**config.mk**
```make
export PLATFORM = sky130hd
export DESIGN_NAME = bit_vec_serializer
export DESIGN_NICKNAME = d
export VERILOG_FILES = /design/src/rtl/bit_vec_serializer.sv
export SDC_FILE = /design/constraint.sdc
export NUM_CORES = 1
export LEC_CHECK = 0
export CORE_UTILIZATION = 46
export DETAILED_ROUTE_END_ITERATION = 12
export PLACE_DENSITY = 0.76
export SLEW_MARGIN = 20
export SYNTH_ARGS = -nofsm -noshare
export SYNTH_HDL_FRONTEND = slang
export SYNTH_SLANG_ARGS = --single-unit
export TNS_END_PERCENT = 10
```
**constraint.sdc**
```tcl
create_clock -name clk -period 2.4 [get_ports clk]
set_input_delay 0.72 -clock clk [delete_from_list [all_inputs] [get_ports clk]]
set_output_delay 0.72 -clock clk [all_outputs]
set_load 0.01 [all_outputs]
```
**src/rtl/bit_vec_serializer.sv**
```systemverilog
// Serializes a WIDTH-bit vector onto a bit-serial valid/ready stream.
// An optional ones-counter reports the popcount after each completed vector.
module bit_vec_serializer #(
  parameter int unsigned WIDTH      = 6,
  parameter int unsigned MSB_FIRST  = 0,
  parameter int unsigned COUNT_ONES = 1,
  localparam int unsigned IDXW = (WIDTH > 1) ? $clog2(WIDTH) : 1,
  localparam int unsigned CNTW = $clog2(WIDTH + 1)
) (
  input  logic            clk,
  input  logic            rst,
  input  logic            in_valid,
  output logic            in_ready,
  input  logic [WIDTH-1:0] in_data,
  output logic            out_valid,
  input  logic            out_ready,
  output logic            out_bit,
  output logic [IDXW-1:0] out_index,
  output logic            out_last,
  output logic            ones_valid,
  output logic [CNTW-1:0] ones_count
);

  typedef enum logic {IDLE, SHIFT} state_e;

  localparam logic [IDXW-1:0] FIRST_IDX = (MSB_FIRST != 0) ? IDXW'(WIDTH - 1) : '0;
  localparam logic [IDXW-1:0] FINAL_IDX = (MSB_FIRST != 0) ? '0 : IDXW'(WIDTH - 1);

  state_e           state_q, state_d;
  logic [WIDTH-1:0] vec_q, vec_d;
  logic [IDXW-1:0]  idx_q, idx_d;
  logic             accept, xfer, at_final;

  assign accept   = in_valid && in_ready;
  assign xfer     = out_valid && out_ready;
  assign at_final = (idx_q == FINAL_IDX);

  always_ff @(posedge clk) begin
    if (rst) begin
      state_q <= IDLE;
      vec_q   <= '0;
      idx_q   <= FIRST_IDX;
    end else begin
      state_q <= state_d;
      vec_q   <= vec_d;
      idx_q   <= idx_d;
    end
  end

  always_comb begin
    state_d = state_q;
    vec_d   = vec_q;
    idx_d   = idx_q;
    unique case (state_q)
      IDLE: begin
        if (accept) begin
          state_d = SHIFT;
          vec_d   = in_data;
          idx_d   = FIRST_IDX;
        end
      end
      SHIFT: begin
        if (xfer) begin
          if (at_final) begin
            state_d = IDLE;
            idx_d   = FIRST_IDX;
          end else if (MSB_FIRST != 0) begin
            idx_d = idx_q - IDXW'(1);
          end else begin
            idx_d = idx_q + IDXW'(1);
          end
        end
      end
      default: state_d = IDLE;
    endcase
  end

  // Serial outputs are forced low in IDLE so a finished vector does not linger.
  always_comb begin
    in_ready  = (state_q == IDLE);
    out_valid = (state_q == SHIFT);
    out_bit   = 1'b0;
    out_index = '0;
    out_last  = 1'b0;
    if (state_q == SHIFT) begin
      out_bit   = vec_q[idx_q];
      out_index = idx_q;
      out_last  = at_final;
    end
  end

  if (COUNT_ONES != 0) begin : cnt
    logic [CNTW-1:0] acc_q, acc_d;
    logic [CNTW-1:0] count_q, count_d;
    logic            pulse_q, pulse_d;

    always_ff @(posedge clk) begin
      if (rst) begin
        acc_q   <= '0;
        count_q <= '0;
        pulse_q <= 1'b0;
      end else begin
        acc_q   <= acc_d;
        count_q <= count_d;
        pulse_q <= pulse_d;
      end
    end

    always_comb begin
      acc_d   = acc_q;
      count_d = count_q;
      pulse_d = 1'b0;
      if (accept) begin
        acc_d = '0;
      end else if (xfer) begin
        acc_d = acc_q + CNTW'(out_bit);
        if (out_last) begin
          count_d = acc_d;
          pulse_d = 1'b1;
        end
      end
    end

    assign ones_valid = pulse_q;
    assign ones_count = count_q;
  end else begin : no_cnt
    assign ones_valid = 1'b0;
    assign ones_count = '0;
  end

endmodule

```
==> metrics.cfg, run 1 <==
[routing]
drtIter0Drc = 6
avgRoutedWirePerCell_um = 12.64
routed_wl_mm = 1.567
viasPerCell = 5.460
drtAntennaViolNets = 0
drc = 2
vias = 677
drtPass1Iterations = 8

[floorplanning]
dieArea_mm2 = 0.001940
start_util_pct = 51.59
die_w_um = 44.05
ios = 21
std_cell_rows = 14
design.core.area_mm2 = 0.001577
die_y_um = 44.05

[setup_path]
reg2reg_slack_ns = 0.49
reg2reg_to = cnt.acc_q[2]
critical_path_buf_inv_count = 1
crit_chain = and4b_1, clkdlybuf4s50_1
cp-end-kind = output pin
slowest_stage = clkdlybuf4s50_1
reg2reg_from = idx_q[1]
crit_path_start = out_valid
path_class = flip-flop to output pin
crit_end = out_last
crit_required_ns = 1.68
crit_fanout = 6
crit_family = buffers and inverters
start_kind = flip-flop
rr_worst_depth = 8
cp_num_cells = 2
max_stage_delay_ns = 0.57
arrival_ns = 1.63

[min_path]
hp-class = flip-flop to flip-flop
min_path_cells = 2

[placement]
place_hpwl_mm = 1.171
gp_congestion = 0.7264
dp_cells = 119
place_area_mm2 = 0.001013
post-place-ws_ns = 0.05768
io_buffer_count = 20

[sta]
slew_headroom_pct = 68.53
fmax_ghz = 0.4247
period_minus_slack_ns = 2.354
setup_ws_ns = 0.04557
tightest_slew_ns = 0.4705
setup_viol = 0
finalHoldViolCount = 0
fin_skew_ns = 0.001583
drv_slew = 0
finalSetupTns_ns = 0
rsz0062_at_grt = no
finalCritPeriodShare_pct = 98.10
hold_slack_ns = 0.4620

[clock_tree]
numCtsBuffers = 3
htreeDepth = 1
clock_latency_ns = 0.28
clockBufferDepth = 2
clkTransAtPathRegs_ns = 0.09
cts_sinks = 17
clockRootBuffer = clkbuf_4
tritoncts = built

[cells_and_area]
post-route-util_pct = 67.06
fin_cells = 124
antenna_cells = 0
drive_gt1_share_pct = 17.59
final_cell_area_mm2 = 0.001057
fin_nets = 121
final_cell_mix = 19 x clkdlybuf4s50_1, 15 x dfxtp_1, 12 x nand2_1, 8 x a21oi_1, 4 x buf_4
area_growth_pct = 30.00
nFillCells = 127
final_common_cell = clkdlybuf4s50_1

[grt]
grt_max_degree = 16
grt_usage_pct = 18.43
grt_pass1_wl_mm = 2.559
grt_pass1_vias = 608
overflow = 0
antenna_found_initial = 0

[synth]
syn-num-nets = 97
ys_types = 34
synth-seq-cells = 17
syn_area_um2 = 813.3
seq_area_frac_synth_pct = 41.85
yosysWarnings = 0
synthCells = 85
syn_area_per_cell_um2 = 9.568

[pwr]
irDropWorstVdd_v = 0.0003462
switching_share_pct = 23.66
netSwitchingPower_mw = 0.1214
power.internal_mw = 0.3916
p_leak_nw = 0.4147
powerDensity_mw_per_mm2 = 485.2
seqPwrFrac_pct = 57.7
power.clock.fraction_pct = 28.9
combPwrFrac_pct = 13.5
power.total_mw = 0.5130

[status]
failed_checks = design-rule violations
status = complete, but fails checks

[job]
max_cap_viol_count = 0

## cell usage after synthesis
cell	number	area share, %
buf_6	2	2.8
xnor2_1	1	1.1
nor3_1	3	1.8
and2_1	2	1.5
or2_2	1	0.77
and4b_1	1	1.2
mux2i_1	2	2.5
nor2b_1	1	0.77
o21ai_0	1	0.61
nor3_2	1	1.2
mux2_4	1	1.8
xor2_1	1	1.1
a22oi_1	1	0.92
o32ai_2	1	2.0
and2b_1	2	1.8
nand2_1	12	5.5
nand4b_1	3	3.2
or2b_1	1	0.92
dfxtp_1	17	42
ha_1	2	3.1
o21ai_1	2	1.2
buf_4	2	1.8
a21oi_1	8	4.9
a211oi_2	1	1.5
inv_1	2	0.92
nand3_1	2	1.2
mux4_2	1	2.8
or3_1	1	0.77
buf_2	1	0.61
nand2_4	1	1.4
and2_4	1	1.1
nor2_1	3	1.4
mux2_2	1	1.4
nand2b_1	3	2.3
## worst min-delay path by stage
stage                     startpoint        to
after floorplan             vec_q[5]  vec_q[5]
after global placement      vec_q[3]  vec_q[3]
after detailed placement    vec_q[1]  vec_q[1]
after CTS                   vec_q[1]  vec_q[1]
after global routing        vec_q[1]  vec_q[1]
final                       vec_q[1]  vec_q[1]
## state kept, by name, indices dropped and copies added, names as in the netlist
signal	flops
vec_q	6
cnt.acc_q	3
idx_q	3
ones_count	3
ones_valid	1
out_valid	1
## area by class of cell
type | count | area, um^2 | area share (%)
timing repair buffer | 24 | 230.2 | 21.78
sequential | 17 | 345.3 | 32.66
clock buffer | 4 | 26.28 | 2.485
tap | 16 | 20.02 | 1.893
multi-input combinational | 61 | 427.9 | 40.47
inverter | 2 | 7.507 | 0.7101
## layer usage
metal	routed length [um]	track usage, %	up-vias
li1	-	-	342
met3	48	2.449	4
met1	766	24.03	319
met4	34	12.73	0
met5	0	0	-
met2	718	28.24	12
## kinds of logic (layout without fill, tap and decap cells)
| kind of cell | count (synthesis) | after routing | synth area share, % |
|---|---|---|---|
| AND/OR/NAND/NOR | 38 | 38 | 27.08 |
| flip-flops | 17 | 17 | 41.85 |
| AO/OA/AOI/OAI | 14 | 14 | 11.23 |
| buffers and inverters | 7 | 30 | 6.153 |
| multiplexers | 5 | 5 | 8.461 |
| adder cells (fa/ha/maj) | 2 | 2 | 3.076 |
| XOR/XNOR | 2 | 2 | 2.154 |
## tightest hold or removal path: cells and delay by family (launching register included)
| kind | cells | cell delay, ns |
|---|---|---|
| DFF | 1 | 0.32 |
| and+or+nand+nor | 1 | 0.05 |
| AOI/OAI and AO/OA | 1 | 0.05 |
## what timing repair did
| item | CTS | global route |
|---|---|---|
| resized for setup | 4 | 2 |
| endpoints found under the setup margin | 2 | 1 |
| hold buffers | 0 | 0 |
| buffers inserted | 1 | 0 |
## power groups by stage
stage                     logic, mW  registers, mW  clock network [mW]
after floorplan              0.0404          0.301                   0
after global routing         0.0759          0.297               0.161
after global placement       0.0677          0.303                   0
final                        0.0690          0.296               0.148
after CTS                    0.0687          0.296               0.154
after detailed placement     0.0687          0.303                   0
Note: power is estimated with default switching activity, not from simulation.
==> inputs of run 2 (changes only) <==
ABC_CLOCK_PERIOD_IN_PS = 2400   (was unset)
CORE_MARGIN = 1   (was unset)
==> results of run 2 <==
Final layout, timing and power as in run 1 (identical DEF).
